**src/rtl/pc_pkg.sv**
```systemverilog
`default_nettype none
// ============================================================================
//  Module      : pc_pkg
//  Description : Shared types and helpers for the PC / return-address-stack
//                unit: the next-PC source select and width helpers.
//  Revision    : 1.0 - initial release
// ============================================================================
package pc_pkg;

    // Source of the next PC value
    typedef enum logic [2:0] {
        PC_HOLD   = 3'd0,
        PC_LD_ABS = 3'd1,
        PC_LD_REL = 3'd2,
        PC_RAS    = 3'd3,
        PC_INC    = 3'd4
    } pc_sel_e;

    // Number of low PC bits that must be zero for an aligned PC
    function automatic int align_bits(input int inc_by);
        return (inc_by <= 1) ? 0 : $clog2(inc_by);
    endfunction

    // Width of a counter that must represent 0..depth inclusive
    function automatic int cnt_w(input int depth);
        return $clog2(depth + 1);
    endfunction

endpackage
`default_nettype wire

```
**src/rtl/ras_stack.sv**
```systemverilog
`default_nettype none
// ============================================================================
//  Module      : ras_stack
//  Description : Circular return-address stack with top pointer, saturating
//                entry counter and registered overflow/underflow pulse.
//                On overflow the oldest entry is overwritten.
//  Ports       : clk_i, rst_i (async, active high), en_i (advance enable)
//                push_i / pop_i     - push request / pop request
//                push_data_i        - value written on push
//                top_o              - current top entry
//                cnt_o              - number of valid entries
//                empty_o / full_o   - count status
//                err_o              - one-cycle pulse on over/underflow
//  Revision    : 1.0 - initial release
// ============================================================================
module ras_stack
    import pc_pkg::*;
#(
    parameter int WIDTH = 32,
    parameter int DEPTH = 4
) (
    input  logic                      clk_i,
    input  logic                      rst_i,
    input  logic                      en_i,
    input  logic                      push_i,
    input  logic                      pop_i,
    input  logic [WIDTH-1:0]          push_data_i,
    output logic [WIDTH-1:0]          top_o,
    output logic [cnt_w(DEPTH)-1:0]   cnt_o,
    output logic                      empty_o,
    output logic                      full_o,
    output logic                      err_o
);

    localparam int PTR_W = $clog2(DEPTH);
    localparam int CNT_W = cnt_w(DEPTH);

    localparam logic [PTR_W-1:0] c_ptr_last = PTR_W'(DEPTH - 1);
    localparam logic [CNT_W-1:0] c_cnt_full = CNT_W'(DEPTH);

    logic [WIDTH-1:0] r_mem [DEPTH];
    logic [PTR_W-1:0] r_ptr;    // next slot to write; top sits just below it
    logic [CNT_W-1:0] r_cnt;
    logic             r_err;

    logic [PTR_W-1:0] w_top_idx;
    logic [PTR_W-1:0] w_ptr_inc;
    logic [PTR_W-1:0] w_wr_idx;
    logic             w_empty;
    logic             w_full;
    logic             w_pop_eff;
    logic             w_push_only;

    assign w_empty     = (r_cnt == '0);
    assign w_full      = (r_cnt == c_cnt_full);

    // Explicit wrap so DEPTH need not be a power of two
    assign w_top_idx   = (r_ptr == '0) ? c_ptr_last : (r_ptr - PTR_W'(1));
    assign w_ptr_inc   = (r_ptr == c_ptr_last) ? '0 : (r_ptr + PTR_W'(1));

    assign w_pop_eff   = pop_i & ~w_empty;
    assign w_push_only = push_i & ~w_pop_eff;

    // Push+pop together replaces the top in place; a plain push writes the
    // next slot (which is the oldest entry when full).
    assign w_wr_idx    = w_pop_eff ? w_top_idx : r_ptr;

    always_ff @(posedge clk_i or posedge rst_i) begin
        if (rst_i) begin
            r_ptr <= '0;
            r_cnt <= '0;
            r_err <= 1'b0;
        end else if (en_i) begin
            r_err <= (pop_i & w_empty) | (w_push_only & w_full);
            if (w_push_only) begin
                r_ptr <= w_ptr_inc;
                if (!w_full) begin
                    r_cnt <= r_cnt + CNT_W'(1);
                end
            end else if (w_pop_eff && !push_i) begin
                r_ptr <= w_top_idx;
                r_cnt <= r_cnt - CNT_W'(1);
            end
        end else begin
            r_err <= 1'b0;
        end
    end

    // Entry storage carries no reset: contents are meaningless until pushed
    always_ff @(posedge clk_i) begin
        if (en_i && push_i) begin
            r_mem[w_wr_idx] <= push_data_i;
        end
    end

    assign top_o   = r_mem[w_top_idx];
    assign cnt_o   = r_cnt;
    assign empty_o = w_empty;
    assign full_o  = w_full;
    assign err_o   = r_err;

endmodule
`default_nettype wire

```
**src/rtl/pc_ras_unit.sv**
```systemverilog
`default_nettype none
// ============================================================================
//  Module      : pc_ras_unit
//  Description : Fetch program counter with hold, absolute load, relative
//                load, sequential increment and an integrated return-address
//                stack for call/return redirects.
//  Ports       : clk_i, rst_i (async, active high), en_i (advance enable)
//                ld_ct_i, d_r_i, ld_i - load control, mode (1=abs), operand
//                push_i / pop_i       - call / return
//                pc_o                 - registered PC
//                is_aligned_o         - low align bits of pc_o are zero
//                ras_cnt_o, ras_empty_o, ras_full_o, ras_err_o - RAS status
//  Revision    : 1.0 - initial release
// ============================================================================
module pc_ras_unit
    import pc_pkg::*;
#(
    parameter int               WIDTH     = 32,
    parameter int               INC_BY    = 4,
    parameter logic [WIDTH-1:0] RESET_VEC = '0,
    parameter int               RAS_DEPTH = 4
) (
    input  logic                          clk_i,
    input  logic                          rst_i,
    input  logic                          en_i,
    input  logic                          ld_ct_i,
    input  logic                          d_r_i,
    input  logic [WIDTH-1:0]              ld_i,
    input  logic                          push_i,
    input  logic                          pop_i,
    output logic [WIDTH-1:0]              pc_o,
    output logic                          is_aligned_o,
    output logic [cnt_w(RAS_DEPTH)-1:0]   ras_cnt_o,
    output logic                          ras_empty_o,
    output logic                          ras_full_o,
    output logic                          ras_err_o
);

    localparam int ALIGN_W = align_bits(INC_BY);

    localparam logic [WIDTH-1:0] c_inc = WIDTH'(INC_BY);

    logic [WIDTH-1:0] r_pc;
    logic [WIDTH-1:0] w_pc_next;
    logic [WIDTH-1:0] w_ret_addr;
    logic [WIDTH-1:0] w_ras_top;
    logic             w_ras_pop;
    pc_sel_e          w_sel;

    assign w_ret_addr = r_pc + c_inc;

    // A load in the same cycle cancels the return entirely
    assign w_ras_pop  = pop_i & ~ld_ct_i;

    ras_stack #(
        .WIDTH (WIDTH),
        .DEPTH (RAS_DEPTH)
    ) u_ras_stack (
        .clk_i       (clk_i),
        .rst_i       (rst_i),
        .en_i        (en_i),
        .push_i      (push_i),
        .pop_i       (w_ras_pop),
        .push_data_i (w_ret_addr),
        .top_o       (w_ras_top),
        .cnt_o       (ras_cnt_o),
        .empty_o     (ras_empty_o),
        .full_o      (ras_full_o),
        .err_o       (ras_err_o)
    );

    always_comb begin
        w_sel = PC_HOLD;
        if (en_i) begin
            if (ld_ct_i) begin
                w_sel = d_r_i ? PC_LD_ABS : PC_LD_REL;
            end else if (pop_i && !ras_empty_o) begin
                w_sel = PC_RAS;
            end else begin
                w_sel = PC_INC;
            end
        end
    end

    always_comb begin
        w_pc_next = r_pc;
        case (w_sel)
            PC_LD_ABS: w_pc_next = ld_i;
            PC_LD_REL: w_pc_next = r_pc + ld_i;   // wraps modulo 2^WIDTH
            PC_RAS:    w_pc_next = w_ras_top;
            PC_INC:    w_pc_next = w_ret_addr;
            default:   w_pc_next = r_pc;
        endcase
    end

    always_ff @(posedge clk_i or posedge rst_i) begin
        if (rst_i) begin
            r_pc <= RESET_VEC;
        end else begin
            r_pc <= w_pc_next;
        end
    end

    assign pc_o = r_pc;

    generate
        if (ALIGN_W == 0) begin : g_align_none
            assign is_aligned_o = 1'b1;
        end else begin : g_align_chk
            assign is_aligned_o = (r_pc[ALIGN_W-1:0] == '0);
        end
    endgenerate

endmodule
`default_nettype wire

```
**config.mk**
```make
export PLATFORM = sky130hd
export DESIGN_NAME = pc_ras_unit
export DESIGN_NICKNAME = d
export VERILOG_FILES = /design/src/rtl/pc_pkg.sv /design/src/rtl/ras_stack.sv /design/src/rtl/pc_ras_unit.sv
export SDC_FILE = /design/constraint.sdc
export NUM_CORES = 1
export LEC_CHECK = 0
export CAP_MARGIN = 20
export CORE_ASPECT_RATIO = 0.8
export CORE_MARGIN = 1.5
export CORE_UTILIZATION = 50
export CTS_CLUSTER_DIAMETER = 60
export DETAILED_ROUTE_END_ITERATION = 10
export HOLD_SLACK_MARGIN = 0.05
export PLACE_DENSITY = 0.7
export SLEW_MARGIN = 40
export SYNTH_ARGS = -nofsm -noshare
export SYNTH_HDL_FRONTEND = slang
export SYNTH_SLANG_ARGS = --single-unit
```
**constraint.sdc**
```tcl
create_clock -name clk_i -period 9.9 [get_ports clk_i]
set_input_delay 1.485 -clock clk_i [delete_from_list [all_inputs] [get_ports clk_i]]
set_output_delay 1.485 -clock clk_i [all_outputs]
set_load 0.005 [all_outputs]
```
==> results.rst, run 1 <==
.. list-table::
   :header-rows: 1

   * - Metric
     - Value
   * - Outcome
     - finished clean
   * - Clock tree from TritonCTS
     - built
   * - Dominant cell type by count on the critical path
     - sky130_fd_sc_hd__a21oi_1
   * - Critical path start-end classification
     - in -> reg
   * - Cell-by-cell listing of the critical path
     - clkdlybuf4s50_1 -> ha_1 -> inv_1 -> fa_1 -> nand2b_1 -> a21oi_1 -> o21ai_0 -> a21oi_1 -> o2111ai_1 -> a211oi_1 -> nand4bb_1 -> nand3_1
   * - Number of global-route vias before repair
     - 6967
   * - Post-CTS Hold Fix Bufs
     - 0
   * - Post-Route Setup TNS
     - 0 ns
   * - Row cnt
     - 44
   * - Number of buffer and inverter instances along the worst setup path
     - 2
   * - Largest net degree at the start of global routing
     - 50
   * - Initial cell density of the core
     - 0.512
   * - CP Capture Type
     - register
   * - Sequential fraction of the synthesis area
     - 0.516
   * - Relative contribution of the clock network to total power
     - 0.217
   * - Number of vias per cell
     - 6.53
   * - Number of antenna violations at the first check in global routing
     - 0
   * - Crit-path max FO
     - 3
   * - Combinational Power Share
     - 0.434
   * - Reg2reg path depth
     - 11
   * - Relative max-transition margin
     - 0.422
   * - Core region area
     - around 0.018 mm²
   * - Total chip power
     - 3.13 mW
   * - Total routing resource utilization after global routing
     - 0.276
   * - Clock Skews
     - around 0.0066 ns
   * - Total count of hold-check failures in the final report
     - 0
   * - Post-layout instance count excluding filler cells
     - 1090
   * - Switching share of power
     - 0.380
   * - PortBufs
     - slightly below 80
   * - Die width
     - approximately 160 µm
   * - Internal power summed over all cells
     - ~1.9 mW
   * - Routability-driven placement congestion ratio
     - 0.915
   * - Average detailed-routed wire length per instance
     - about 24 µm
   * - Final routed DRC violation total
     - 0
   * - Required time of the critical path
     - 10.21 ns
   * - Min cycle time layout
     - ~4.3 ns
   * - Ys async rst share
     - 0.229
   * - Top routing layer in use
     - met4
   * - Cell Pwr Density
     - 283 mW/mm²
   * - Least-Margin Pin Slew
     - ~0.87 ns
   * - Post-CTS setup buffer count
     - 0
   * - Clock Latency Late Sink
     - around 0.44 ns
   * - Final HPWL from detailed placement
     - approximately 18000 µm
   * - Min-Delay Path Class
     - reg -> reg
   * - Total global routing overflow
     - 0
   * - Max-cap viol count
     - 0
   * - Cell accounting for the most synthesized area
     - sky130_fd_sc_hd__edfxtp_1
   * - Top-area cell type share of the netlist area
     - 0.413
   * - Number of unique standard cell types used by synthesis
     - 76
   * - Number of clock buffers inserted by TritonCTS
     - 17
   * - Post-synthesis sequential element count
     - 166
   * - Number of buffers on the longest clock path
     - 2
   * - Most used flip-flop cell after synthesis
     - sky130_fd_sc_hd__edfxtp_1
   * - CTS H-tree depth
     - 4
   * - Number of endpoints failing setup at the final stage
     - 0
   * - Number of gates resized after CTS
     - 0
   * - Relative area change from synthesis to final layout
     - 18.6%
   * - Placed Cells incl. Taps
     - 1057
   * - End-of-flow core utilization
     - 0.607
   * - Startpoint kind of the worst setup timing path
     - input pin
   * - Die footprint
     - 0.0194 mm²
   * - Cell types with the highest counts after synthesis
     - sky130_fd_sc_hd__edfxtp_1, sky130_fd_sc_hd__nand2_1, sky130_fd_sc_hd__nor2_1
   * - Count of warnings emitted by yosys
     - 0
   * - Detailed-route via count
     - between 7k and 8k
   * - Switching Power
     - roughly 1.2 mW
   * - Routed WL
     - 25700 µm
   * - Worst VDD drop
     - approximately 210 µV
   * - Power share of the sequential group
     - 0.349
   * - # nets final
     - roughly 920
   * - Total count of max-transition violations in the final report
     - 0
   * - Average cell area after synthesis
     - about 12 µm²
   * - Clock tree root buffer cell
     - sky130_fd_sc_hd__clkbuf_16
   * - Diode insertion count for antenna repair
     - 0
   * - I/O pin count
     - 78
   * - Setup repair after global routing missed its margin
     - no
   * - Fmax
     - between 200 and 250 MHz
   * - Syn nets
     - around 850
   * - Area of the mapped netlist
     - roughly 0.0093 mm²
   * - Post-Syn Instances
     - between 700 and 800
   * - Clock edge transition at the registers on the reported setup and hold paths
     - about 0.070 ns
   * - Family with the most delay on the worst path
     - compound AO/OA/AOI/OAI gates
   * - Final period utilization
     - 0.435
   * - Die boundary height
     - around 120 µm
   * - Layout cell share with drive strength beyond 1
     - 0.131
   * - Most repeated cell in the gate-level netlist after synthesis
     - sky130_fd_sc_hd__edfxtp_1
   * - Routed met2 length
     - approximately 11000 µm
   * - Leak Pwr
     - slightly below 4 nW
   * - Number of cells on the worst hold path
     - 1
   * - Number of sinks driven by the clock tree
     - between 150 and 200
   * - Number of design-rule violations left by the first detailed-router iteration
     - 922
   * - Top cells by area in the synthesized netlist
     - sky130_fd_sc_hd__edfxtp_1, sky130_fd_sc_hd__dfrtp_1, sky130_fd_sc_hd__mux4_2
   * - Crit path arrival time
     - roughly 4.6 ns
   * - Worst-path cell with the longest stage delay
     - sky130_fd_sc_hd__clkdlybuf4s50_1
   * - Post-route met1 wirelength
     - 11200 µm
   * - Antenna-violating nets left
     - 0
   * - Met3 Wirelength
     - approximately 2600 µm
   * - Pre-antenna DRT Iters
     - 6
   * - Levels on crit path
     - 12
   * - Delay of the slowest cell on the worst path
     - ~0.49 ns
   * - Wire length of the first global-routing pass
     - 40200 µm
   * - Number of flops mapped to enable cells by yosys
     - about 130
-- sequential cells by signal, summed over array words and instances (netlist names) --
name	cells
pc_o	32
u_ras_stack.cnt_o	3
u_ras_stack.err_o	1
u_ras_stack.r_mem	128
u_ras_stack.r_ptr	2
-- final cells by class --
cell class                      count  area [µm²]
Clock buffer                       17         425
Inverter                           26         111
Multi-Input combinational cell    543        4230
Tap cell                          230         288
Sequential cell                   166        4790
Clock inverter                     15         185
Timing Repair Buffer               93         991
Fill cell                        1431        7140
-- cell families (layout without fill, tap and decap cells) --
kind of cell	Yosys count	count (layout)	synth area share
and+or+nand+nor	213	213	0.120
DFF	166	166	0.516
xor gates and xnor gates	50	50	0.0479
muxes	35	35	0.0811
AOI/OAI and AO/OA	208	208	0.151
adders and majority gates	37	37	0.0514
buffers and inverters	62	151	0.0332
-- path summary, 6_finish.rpt --
kind | startpoint | slack (ns) | end
max | ld_i[0] | 5.60 | pc_o[28]$_DFFE_PP0P_
max reg2reg | pc_o[0]$_DFFE_PP0P_ | 6.59 | pc_o[28]$_DFFE_PP0P_
min in group asynchronous | rst_i | 1.50 | pc_o[0]$_DFFE_PP0P_
min reg2reg | u_ras_stack.cnt_o[2]$_DFFE_PP0P_ | 0.53 | u_ras_stack.cnt_o[2]$_DFFE_PP0P_
max in group asynchronous | rst_i | 7.99 | pc_o[24]$_DFFE_PP0P_
min | u_ras_stack.cnt_o[2]$_DFFE_PP0P_ | 0.53 | u_ras_stack.cnt_o[2]$_DFFE_PP0P_
-- power groups by stage --
stage | combinational [mW] | sequential, mW | clock (mW)
2_1_floorplan | 0.913 | 1.06 | 0
3_3_place_gp | 1.29 | 1.09 | 0
3_5_place_dp | 1.32 | 1.10 | 0
4_1_cts | 1.33 | 1.09 | 0.687
5_1_grt | 1.46 | 1.11 | 0.719
6_report | 1.36 | 1.09 | 0.679
-- metrics by stage --
stage | area, µm² | hold WS [ns] | setup WS, ns
after floorplan | 9300 | 0.492 | 5.35
after global placement | 10200 | 0.502 | 5.08
after detailed placement | 10400 | 0.508 | 4.94
after CTS | 11000 | 0.521 | 5.33
after global routing | 11000 | 0.554 | 5.49
final | 11000 | 0.526 | 5.60
-- cells in the final DEF, fill, tap and decap left out, types with 9 or more instances in the layout --
cell type	Yosys	final
sky130_fd_sc_hd__edfxtp_1	128	128
sky130_fd_sc_hd__clkdlybuf4s50_1	0	76
sky130_fd_sc_hd__nand2_1	55	54
sky130_fd_sc_hd__a21oi_1	48	48
sky130_fd_sc_hd__nor2_1	51	47
sky130_fd_sc_hd__o21ai_0	46	46
sky130_fd_sc_hd__dfrtp_1	38	38
sky130_fd_sc_hd__ha_1	35	35
sky130_fd_sc_hd__xnor2_1	34	34
sky130_fd_sc_hd__mux4_2	32	32
sky130_fd_sc_hd__inv_1	25	25
sky130_fd_sc_hd__nand3_1	24	24
sky130_fd_sc_hd__a221oi_1	17	17
sky130_fd_sc_hd__clkbuf_16	0	17
sky130_fd_sc_hd__a21o_1	15	15
sky130_fd_sc_hd__xor2_1	15	15
sky130_fd_sc_hd__nand4_1	13	13
sky130_fd_sc_hd__nor3_1	10	10
sky130_fd_sc_hd__or3_1	9	9
sky130_fd_sc_hd__nand2b_1	9	9
-- layer usage --
layer | global-route usage | vias to the layer above
li1 | - | 3160
met1 | 0.408 | 3505
met2 | 0.410 | 404
met3 | 0.0624 | 44
met4 | 0.0790 | 0
met5 | 0 | -
Note: power is estimated with default switching activity, not from simulation.
==> inputs of run 2 (changes only) <==
- PLACE_DENSITY: 0.7 -> 0.73
- clock period: 9.9 -> 3.65 ns (I/O delays scaled with it)
==> run 2 against run 1 <==
  * Routed wire length fell by 2.9%
  * Sequential share of layout area rose by 0.074 points
  * Total power rose to 2.7 times the previous value
  * Worst hold slack got worse by 0.12 ns
  * Register-to-register slack got worse by 6.1 ns
  * Critical endpoint is now pc_o[25]$_DFFE_PP0P_
  * Clock power rose to 2.6 times the previous value
  * Non-clock buffer count rose by 7
  * Highest routed layer unchanged
==> results.rst, run 2 (synthesis gave the netlist of run 1 again) <==
.. list-table::
   :header-rows: 1

   * - Metric
     - Value
   * - Least-Margin Pin Slew
     - 0.910 ns (+0.0430 ns)
   * - Routed met2 length
     - 10800 µm (-5.6%)
   * - Slack of the worst reg-to-reg path
     - 0.50 ns (-6.09 ns)
   * - Routed WL
     - 25000 µm (-2.9%)
   * - Core region area
     - 0.0182 mm² (unchanged)
   * - Cell Pwr Density
     - 768 mW/mm² (+170%)
   * - Final HPWL from detailed placement
     - 17500 µm (-1.5%)
   * - Total global routing overflow
     - 0 (unchanged)
   * - Startpoint kind of the worst setup timing path
     - register
   * - Leak Pwr
     - 3.94 nW (about the same)
   * - Die width
     - 155 µm (unchanged)
   * - Clock tree from TritonCTS
     - built
   * - Clock tree root buffer cell
     - sky130_fd_sc_hd__clkbuf_16
   * - Antenna-violating nets left
     - 0 (unchanged)
   * - Filler instances
     - 1435 (+0.28%)
   * - Final routed DRC violation total
     - 0 (unchanged)
   * - Top routing layer in use
     - met4
   * - Number of antenna violations at the first check in global routing
     - 0 (unchanged)
   * - Total routing resource utilization after global routing
     - 0.267 (-0.00805)
   * - Highest-count cells in the layout ignoring fill and taps
     - sky130_fd_sc_hd__edfxtp_1, sky130_fd_sc_hd__clkdlybuf4s50_1, sky130_fd_sc_hd__nand2_1
   * - Detailed-route via count
     - 6965 (-2.1%)
   * - Relative max-transition margin
     - 0.393 (-0.0286)
   * - I/O pin count
     - 78 (unchanged)
   * - Crit path arrival time
     - 3.51 ns (-1.10 ns)
   * - Crit-path max FO
     - 9 (+6)
   * - Row cnt
     - 44 (unchanged)
   * - Clock edge transition at the registers on the reported setup and hold paths
     - 0.08 ns (about the same)
   * - Number of sinks driven by the clock tree
     - 166 (unchanged)
   * - Placed Cells incl. Taps
     - 1065 (+0.76%)
   * - Routability-driven placement congestion ratio
     - 0.977 (+6.7%)
   * - Critical path start-end classification
     - reg -> reg
   * - PortBufs
     - 77 (unchanged)
   * - Diode insertion count for antenna repair
     - 0 (unchanged)
   * - Number of clock buffers inserted by TritonCTS
     - 17 (unchanged)
   * - Total count of hold-check failures in the final report
     - 0 (unchanged)
   * - # nets final
     - 930 (+0.76%)
   * - Met3 Wirelength
     - 2270 µm (-13%)
   * - Average detailed-routed wire length per instance
     - 22.8 µm (-3.5%)
   * - Wire length of the first global-routing pass
     - 39000 µm (-3.1%)
   * - Worst VDD drop
     - 440 µV (+110%)
   * - Clock Latency Late Sink
     - 0.44 ns (about the same)
   * - Most common library cell in the layout ignoring fill and taps
     - sky130_fd_sc_hd__edfxtp_1
   * - Total chip power
     - 8.45 mW (+170%)
   * - Number of endpoints failing setup at the final stage
     - 0 (unchanged)
   * - Min cycle time layout
     - around 3.1 ns
   * - Max FFs per register
     - 128 (unchanged)
   * - Number of design-rule violations left by the first detailed-router iteration
     - 770 (-16%)
   * - Post-CTS Hold Fix Bufs
     - 0 (unchanged)
   * - Setup repair after global routing missed its margin
     - no
   * - Total count of max-transition violations in the final report
     - 0 (unchanged)
   * - Pre-antenna DRT Iters
     - 5 (-1)
   * - Number of gates resized after CTS
     - 0 (unchanged)
   * - FF/Latch Area
     - 0.00479 mm² (unchanged)
   * - Die boundary height
     - 125 µm (unchanged)
   * - Max-cap viol count
     - 0 (unchanged)
   * - CP Capture Type
     - register
   * - Number of vias per cell
     - 6.35 (-2.7%)
   * - Die footprint
     - 0.0194 mm² (unchanged)
   * - Delay of the slowest cell on the worst path
     - 0.67 ns (+0.18 ns)
   * - Initial cell density of the core
     - 0.512 (unchanged)
   * - Number of buffers on the longest clock path
     - 2 (unchanged)
   * - Post-layout instance count excluding filler cells
     - 1097 (+0.64%)
   * - Post-route met1 wirelength
     - 11400 µm (+1.7%)
   * - Number of buffer and inverter instances along the worst setup path
     - 0 (-2)
   * - Number of global-route vias before repair
     - 6646 (-4.6%)
   * - Area taken by multi-input logic gates
     - 0.00423 mm² (about the same)
   * - Largest net degree at the start of global routing
     - 34 (-32%)
   * - CTS H-tree depth
     - 4 (unchanged)
   * - Fmax
     - 318 MHz
   * - Relative area change from synthesis to final layout
     - 18.4%
   * - Cell-by-cell listing of the critical path
     - and4_1 -> nand4_4 -> nor3_1 -> nand2_1 -> xnor2_1 -> a22o_1 -> o221ai_1 -> a22oi_1
   * - Final period utilization
     - 0.862
   * - Family with the most delay on the worst path
     - simple AND/OR/NAND/NOR gates
   * - Required time of the critical path
     - 4.01 ns (-6.20 ns)
   * - Register containing the most flip-flops in the final layout
     - u_ras_stack.r_mem
   * - Post-CTS setup buffer count
     - 0 (unchanged)
   * - Post-Route Setup TNS
     - 0 ns (unchanged)
   * - Worst-path cell with the longest stage delay
     - sky130_fd_sc_hd__nor3_1
   * - Min-Delay Path Class
     - in -> async
   * - Layout cell share with drive strength beyond 1
     - 0.136 (+0.00471)
   * - Outcome
     - finished clean
   * - Clock Skews
     - 0.00963 ns (+0.00307 ns)
run 2: cell types whose count changed in the layout (fill, tap and decap cells not counted), moves of 2 or more:
cell,change
sky130_fd_sc_hd__buf_12,+5
sky130_fd_sc_hd__inv_6,-2
sky130_fd_sc_hd__buf_4,+11
sky130_fd_sc_hd__buf_16,-3
sky130_fd_sc_hd__buf_8,-6
run 2: layer usage:
| layer | vias to the layer above | GRT usage |
|---|---|---|
| li1 | 3165 | - |
| met1 | 3421 | 0.409 |
| met2 | 341 | 0.383 |
| met3 | 38 | 0.0575 |
| met4 | 0 | 0.0790 |
| met5 | - | 0 |
run 2: final timing paths:
kind / depth (start not counted) / to / start
max: 8 / pc_o[25]$_DFFE_PP0P_ / pc_o[4]$_DFFE_PP0P_
min: 2 / u_ras_stack.cnt_o[1]$_DFFE_PP0P_ / rst_i
max reg2reg: 8 / pc_o[25]$_DFFE_PP0P_ / pc_o[4]$_DFFE_PP0P_
min reg2reg: 1 / u_ras_stack.cnt_o[2]$_DFFE_PP0P_ / u_ras_stack.cnt_o[2]$_DFFE_PP0P_
max in group asynchronous: 3 / pc_o[17]$_DFFE_PP0P_ / rst_i
min in group clk_i: 1 / u_ras_stack.cnt_o[2]$_DFFE_PP0P_ / u_ras_stack.cnt_o[2]$_DFFE_PP0P_
run 2: metrics by stage:
step	utilization	area [µm²]	hold WS, ns	setup slack (ns)
after floorplan	-	9300	0.492	0.0347
after global placement	0.574	10400	0.514	0.217
after detailed placement	0.574	10400	0.510	0.150
after CTS	0.606	11000	0.404	0.581
after global routing	0.606	11000	0.432	0.346
final	0.606	11000	0.408	0.504
run 2: worst register-to-register path, delay by kind of cell, from the launching register on:
kind	cells	cell delay [ns]
AO/OA/AOI/OAI	3	0.65
AND/OR/NAND/NOR	4	1.47
XOR/XNOR	1	0.43
flip-flops	1	0.52
run 2: layout make-up:
| class | count | area share |
|---|---|---|
| sequential | 166 | 0.436 |
| multi-input combinational | 543 | 0.384 |
| timing repair buffer | 100 | 0.0909 |
| clock buffer | 18 | 0.0390 |
| tap | 230 | 0.0261 |
| clock inverter | 14 | 0.0142 |
| inverter | 26 | 0.0101 |
run 2: report_power, final:
part / switching (mW) / internal (mW)
clock network: 0.856 / 0.917
logic: 1.99 / 1.75
registers: 0.382 / 2.56
total: 3.22 / 5.23
